File: config.mk
export PLATFORM = sky130hd
export DESIGN_NAME = stuck_at_scan_engine
export DESIGN_NICKNAME = d
export VERILOG_FILES = /design/src/rtl/stuck_at_scan_engine.sv
export SDC_FILE = /design/constraint.sdc
export NUM_CORES = 1
export LEC_CHECK = 0
export ABC_CLOCK_PERIOD_IN_PS = 3200
export BUFFER_PORTS_ARGS = -buffer_cell sky130_fd_sc_hd__buf_4
export CORE_ASPECT_RATIO = 1.2
export CORE_UTILIZATION = 53
export CTS_CLUSTER_DIAMETER = 150
export DETAILED_ROUTE_END_ITERATION = 12
export GPL_ROUTABILITY_DRIVEN = 1
export GPL_TIMING_DRIVEN = 0
export HOLD_SLACK_MARGIN = 0.1
export PLACE_DENSITY = 0.76
export SLEW_MARGIN = 15
export SYNTH_ARGS = -nofsm -noshare
export SYNTH_HDL_FRONTEND = slang
export SYNTH_SLANG_ARGS = --single-unit
File: constraint.sdc
create_clock -name clk -period 3.2 [get_ports clk]
set_input_delay 0.16 -clock clk [delete_from_list [all_inputs] [get_ports clk]]
set_output_delay 0.16 -clock clk [all_outputs]
set_load 0.1 [all_outputs]
File: src/rtl/stuck_at_scan_engine.sv
// Stuck-at fault-grading engine for the cone Z = (&grpA) ^ ~(|grpB).
// Walks every 2W-bit input pattern, compares good and faulty Z, and reports detection stats.
module stuck_at_scan_engine #(
  parameter int unsigned W = 2
) (
  input  logic            clk,
  input  logic            rst_n,
  input  logic            start,
  input  logic [1:0]      fault_site,
  input  logic            stuck_val,
  input  logic            stop_first,
  output logic            busy,
  output logic            done,
  output logic            detected,
  output logic [2*W-1:0]  first_pat,
  output logic [2*W:0]    det_count,
  output logic            z_good,
  output logic            z_faulty
);

  localparam int unsigned PW = 2 * W;

  localparam logic [1:0] SiteE = 2'd0;
  localparam logic [1:0] SiteF = 2'd1;
  localparam logic [1:0] SiteG = 2'd2;
  localparam logic [1:0] SiteZ = 2'd3;

  typedef enum logic [1:0] {StIdle, StRun, StDone} state_e;

  state_e          state_q, state_d;
  logic [PW-1:0]   pattern_q, pattern_d;
  logic [1:0]      site_q, site_d;
  logic            sa_q, sa_d;
  logic            stop_q, stop_d;
  logic            detected_q, detected_d;
  logic [PW-1:0]   first_q, first_d;
  logic [PW:0]     count_q, count_d;
  logic            zg_q, zg_d;
  logic            zf_q, zf_d;

  logic [W-1:0] grp_a, grp_b;
  logic         e_good, f_good, g_good, z_good_c;
  logic         e_flt, f_flt, g_flt, z_flt_c;
  logic         mismatch;
  logic         last_pat;

  assign grp_a = pattern_q[PW-1:W];
  assign grp_b = pattern_q[W-1:0];

  assign e_good   = &grp_a;
  assign f_good   = |grp_b;
  assign g_good   = ~f_good;
  assign z_good_c = e_good ^ g_good;

  // Each faulty net feeds the next, so a forced upstream net propagates downstream.
  assign e_flt   = (site_q == SiteE) ? sa_q : e_good;
  assign f_flt   = (site_q == SiteF) ? sa_q : f_good;
  assign g_flt   = (site_q == SiteG) ? sa_q : ~f_flt;
  assign z_flt_c = (site_q == SiteZ) ? sa_q : (e_flt ^ g_flt);

  assign mismatch = z_good_c ^ z_flt_c;
  assign last_pat = (pattern_q == {PW{1'b1}});

  always_comb begin
    state_d    = state_q;
    pattern_d  = pattern_q;
    site_d     = site_q;
    sa_d       = sa_q;
    stop_d     = stop_q;
    detected_d = detected_q;
    first_d    = first_q;
    count_d    = count_q;
    zg_d       = zg_q;
    zf_d       = zf_q;

    unique case (state_q)
      StIdle: begin
        if (start) begin
          site_d     = fault_site;
          sa_d       = stuck_val;
          stop_d     = stop_first;
          detected_d = 1'b0;
          first_d    = '0;
          count_d    = '0;
          zg_d       = 1'b0;
          zf_d       = 1'b0;
          pattern_d  = '0;
          state_d    = StRun;
        end
      end
      StRun: begin
        zg_d = z_good_c;
        zf_d = z_flt_c;
        if (mismatch) begin
          count_d = count_q + 1'b1;
          if (!detected_q) begin
            detected_d = 1'b1;
            first_d    = pattern_q;
          end
        end
        // Counter holds at the last pattern instead of wrapping.
        if (last_pat || (stop_q && mismatch)) begin
          state_d = StDone;
        end else begin
          pattern_d = pattern_q + 1'b1;
        end
      end
      StDone: begin
        state_d = StIdle;
      end
      default: begin
        state_d = StIdle;
      end
    endcase
  end

  always_ff @(posedge clk or negedge rst_n) begin
    if (!rst_n) begin
      state_q    <= StIdle;
      pattern_q  <= '0;
      site_q     <= 2'd0;
      sa_q       <= 1'b0;
      stop_q     <= 1'b0;
      detected_q <= 1'b0;
      first_q    <= '0;
      count_q    <= '0;
      zg_q       <= 1'b0;
      zf_q       <= 1'b0;
    end else begin
      state_q    <= state_d;
      pattern_q  <= pattern_d;
      site_q     <= site_d;
      sa_q       <= sa_d;
      stop_q     <= stop_d;
      detected_q <= detected_d;
      first_q    <= first_d;
      count_q    <= count_d;
      zg_q       <= zg_d;
      zf_q       <= zf_d;
    end
  end

  assign busy      = (state_q == StRun);
  assign done      = (state_q == StDone);
  assign detected  = detected_q;
  assign first_pat = first_q;
  assign det_count = count_q;
  assign z_good    = zg_q;
  assign z_faulty  = zf_q;

endmodule

==> run summary <==
Synthesis produced 120 cells. The die boundary width came out at 45.07 um. The most critical setup path has its startpoint at pattern_q[0].

The total routed wirelength is roughly 2500 um. Together, buffers and inverters on the worst path number 1. The net count of the finished layout is 160. The total overflow reported by the global router is 0. The critical path in this run is classified as register to register.

The initial antenna violation count came out at 0. Of the total synthesized cell area, the portion taken by AND, OR, NAND and NOR gates is around 20%. The kind of cell with the highest combined delay on the critical path is simple AND/OR/NAND/NOR gates. Gates resized during post-CTS repair numbered 0.

The worst register-to-register path has a setup slack of 1.0 ns. After synthesis, the largest area contributor takes up 46.66% of total cell area. The startpoint identified for the worst register-to-register timing path is pattern_q[0]. The share of cell area taken by muxes after synthesis is under 10%. The number of buffer cells added on primary ports is 20.

The routed wire length per instance came out at 14.02 um. Setup repair after global routing left no endpoint under its margin. The clock buffer count from CTS is 3. The maximum clock skew at final layout came out at 0.01101 ns.

After synthesis the cells add up to roughly 1200 um2. The root buffer cell chosen for the clock tree is clkbuf_4. TritonCTS built the clock tree. The worst hold-check path type is input port to register. The via count came out at around 970.

The post-synthesis xor/xnor area fraction is 2.969%. The total of warnings raised by yosys is 0. The floorplan row count is 18. The count of final hold-check violations was 0. Of the synthesized area, sequential elements account for 46.66%.

Detailed routing placed a total of 74 um of wire on met3. The post-route DRC violation count came out at 0. The number of detailed-routing iterations run before antenna repair came out at 4. In this run the critical register-to-register path is captured at first_pat[3]. In this run the deepest clock path goes through 2 buffers. The routed design could run at a clock period as short as 2.202 ns.

STA classifies the critical path endpoint as a register. For the pin with the worst max-slew slack, the measured transition is approximately 0.46 ns. The upper clock frequency limit is 0.4542 GHz. The maximum fanout count along the critical path is 6. The required time reported for the critical path endpoint came out at 3.42 ns. The number of nets in the synthesized netlist came out at 130. The aggregate global-route resource usage is 24.11%. Dividing the final minimum period by the clock period gives 68.81%.

The detailed router used layers up to and including met4. After synthesis, the cell types taking the most area are dfrtp_1 (47%), nand2_1 (5.4%), nand3_1 (4.2%). The aggregate negative setup slack is 0 ns. Yosys mapped a number of flops with a built-in enable equal to 0.

The post-synthesis sequential element count is 22. Walking the worst path, the cells encountered are inv_1 -> ha_1 -> or4_4 -> o211ai_2 -> nand2_4 -> a22o_4 -> a22o_1. On the critical path, the stage with the largest delay is an instance of or4_4.

The leading cell type in the layout, fill and taps excluded is dfrtp_1. The number of max-slew violations in the final report came to 0. On the worst path, the slowest cell contributes a delay of 0.56 ns. The wire length of the first global-routing pass is 4105 um. The clock sink total came out at 22. Cells with a size suffix above 1 make up 24.83% of the layout. Setup violations remaining at the end of the flow were counted as 0. The sum of net half-perimeters after detailed placement is 1754 um. The die covers 2420 um2. The number of vias per cell is 5.397.

The final antenna diode count is 0. The data arrival time of the critical path came out at 2.42 ns. The most critical setup path has its endpoint at first_pat[3]. The count of maximum capacitance violations came out at 0. After synthesis, the largest family of logic cells by area is simple AND/OR/NAND/NOR gates. The critical path depth came out at 7. Measured in cells, the most critical reg-to-reg path has a length of 7. STA classifies the critical path startpoint as a register. The floorplan core area came out at 2072 um2.

The number of top-level pins came out at 21. The initial standard-cell utilization of the core came out at a little under three fifths. The async set or reset register ratio after synthesis came out at 100.0%.

Of the total synthesized cell area, the portion taken by full adders, half adders and majority gates is roughly 3.2%. CTS built an H-tree with a depth of 1. Leaving out fill and tap cells, the most frequent cells in the layout are dfrtp_1 (22), buf_4 (20), nand2_1 (17), nand3_1 (10). The post-synthesis area per instance is ~10 um2. The final weighted congestion in routability-driven placement is 0.7844. Entering global routing, the biggest net connects 23 pins. The relative slew slack came out at 69.45%.

The die boundary height came out at 53.69 um. The number of global-route vias before repair is 977. The share of the synthesized area in compound gates (AO/OA/AOI/OAI) came out at 17.29%. The clock latency at the later pin of the worst-skew pair came out at 0.33 ns. The largest total area in the synthesized netlist belongs to dfrtp_1.

The post-CTS clock slew at the launch and capture registers of the worst setup and hold paths came out at about 0.13 ns. The most used flip-flop cell after synthesis is dfrtp_1. The routed length on met1 came out at about 1100 um.

The met2 routed wirelength is 1332 um. The number of distinct standard cells referenced by the synthesized netlist is 36. The first routing iteration left 15 violations. The run finished with clean final reports. The count of nets left with antenna violations after detail routing came out at 0.

Relative to the synthesized area, the layout overhead comes to 24.60%.
==> stage by stage <==
stage | hold WS (ns) | util, % | setup WS [ns] | instance area, um2 | std cells
floorplan | -0.1356 | - | 1.153 | 1180 | 120
global placement | 0.06523 | 66.00 | 1.060 | 1368 | 170
global route | 0.2392 | 70.95 | 0.9342 | 1470 | 179
CTS | 0.2201 | 70.95 | 1.008 | 1470 | 179
detailed placement | 0.06437 | 66.00 | 1.033 | 1368 | 170
finish | 0.2168 | 70.95 | 0.9981 | 1470 | 179
==> layout make-up <==
| type | count | area [um2] |
|---|---|---|
| fillers | 168 | 601.8 |
| multi-input cells | 83 | 555.5 |
| flip-flops and latches | 22 | 550.5 |
| repair buffers | 25 | 200.2 |
| inverters | 10 | 37.54 |
| well taps | 30 | 37.54 |
| plain buffers | 5 | 36.28 |
| clock inverters | 1 | 30.03 |
| clock buffers | 3 | 22.52 |
==> Yosys cell counts (all sizes together) (3+ instances only) <==
master,n
inv,10
dfrtp,22
nand2,19
a22o,5
ha,3
mux2i,4
nor2,3
o21ai,9
xor2,3
nand3,10
a211oi,4
a21oi,3
buf,4
==> state kept, by name, indices dropped and copies added, names as in the netlist <==
register / cells
site_q: 2
detected: 1
state_q: 2
sa_q: 1
det_count: 5
pattern_q: 4
stop_q: 1
z_good: 1
z_faulty: 1
first_pat: 4
==> worst register-to-register path: cells and delay by family, from the launching register on <==
kind	cells	cell delay, ns
flops	1	0.46
buf+inv	1	0.07
fa+ha+maj	1	0.29
simple gates	2	0.68
compound gates	3	0.61
==> cell families after synthesis <==
kind of cell    count (synthesis)
simple gates                   44
xor+xnor                        4
mux                             4
fa+ha+maj                       3
flops                          22
buf+inv                        15
compound gates                 28
==> how the worst min path moves through the flow <==
stage               startpoint            to  cells after the start
floorplan                rst_n  det_count[0]                      0
global placement         rst_n    state_q[1]                      1
detailed placement       rst_n     site_q[0]                      1
CTS                      start  pattern_q[2]                      4
global route             start  pattern_q[2]                      4
finish                   start  pattern_q[2]                      4
==> per-layer routing <==
layer  track usage, %  vias to the layer above
met2            42.27                       18
met5                0                        -
met1            27.61                      467
met4            13.13                        0
li1                 -                      474
met3            4.027                        7
==> timing repair <==
action,CTS,global route
hold buffers,5,0
setup buffers,0,0
endpoints found under the hold margin,26,0
Power is not shown: default switching activity piles up to over one toggle a cycle in this logic, so the estimate is an artifact.
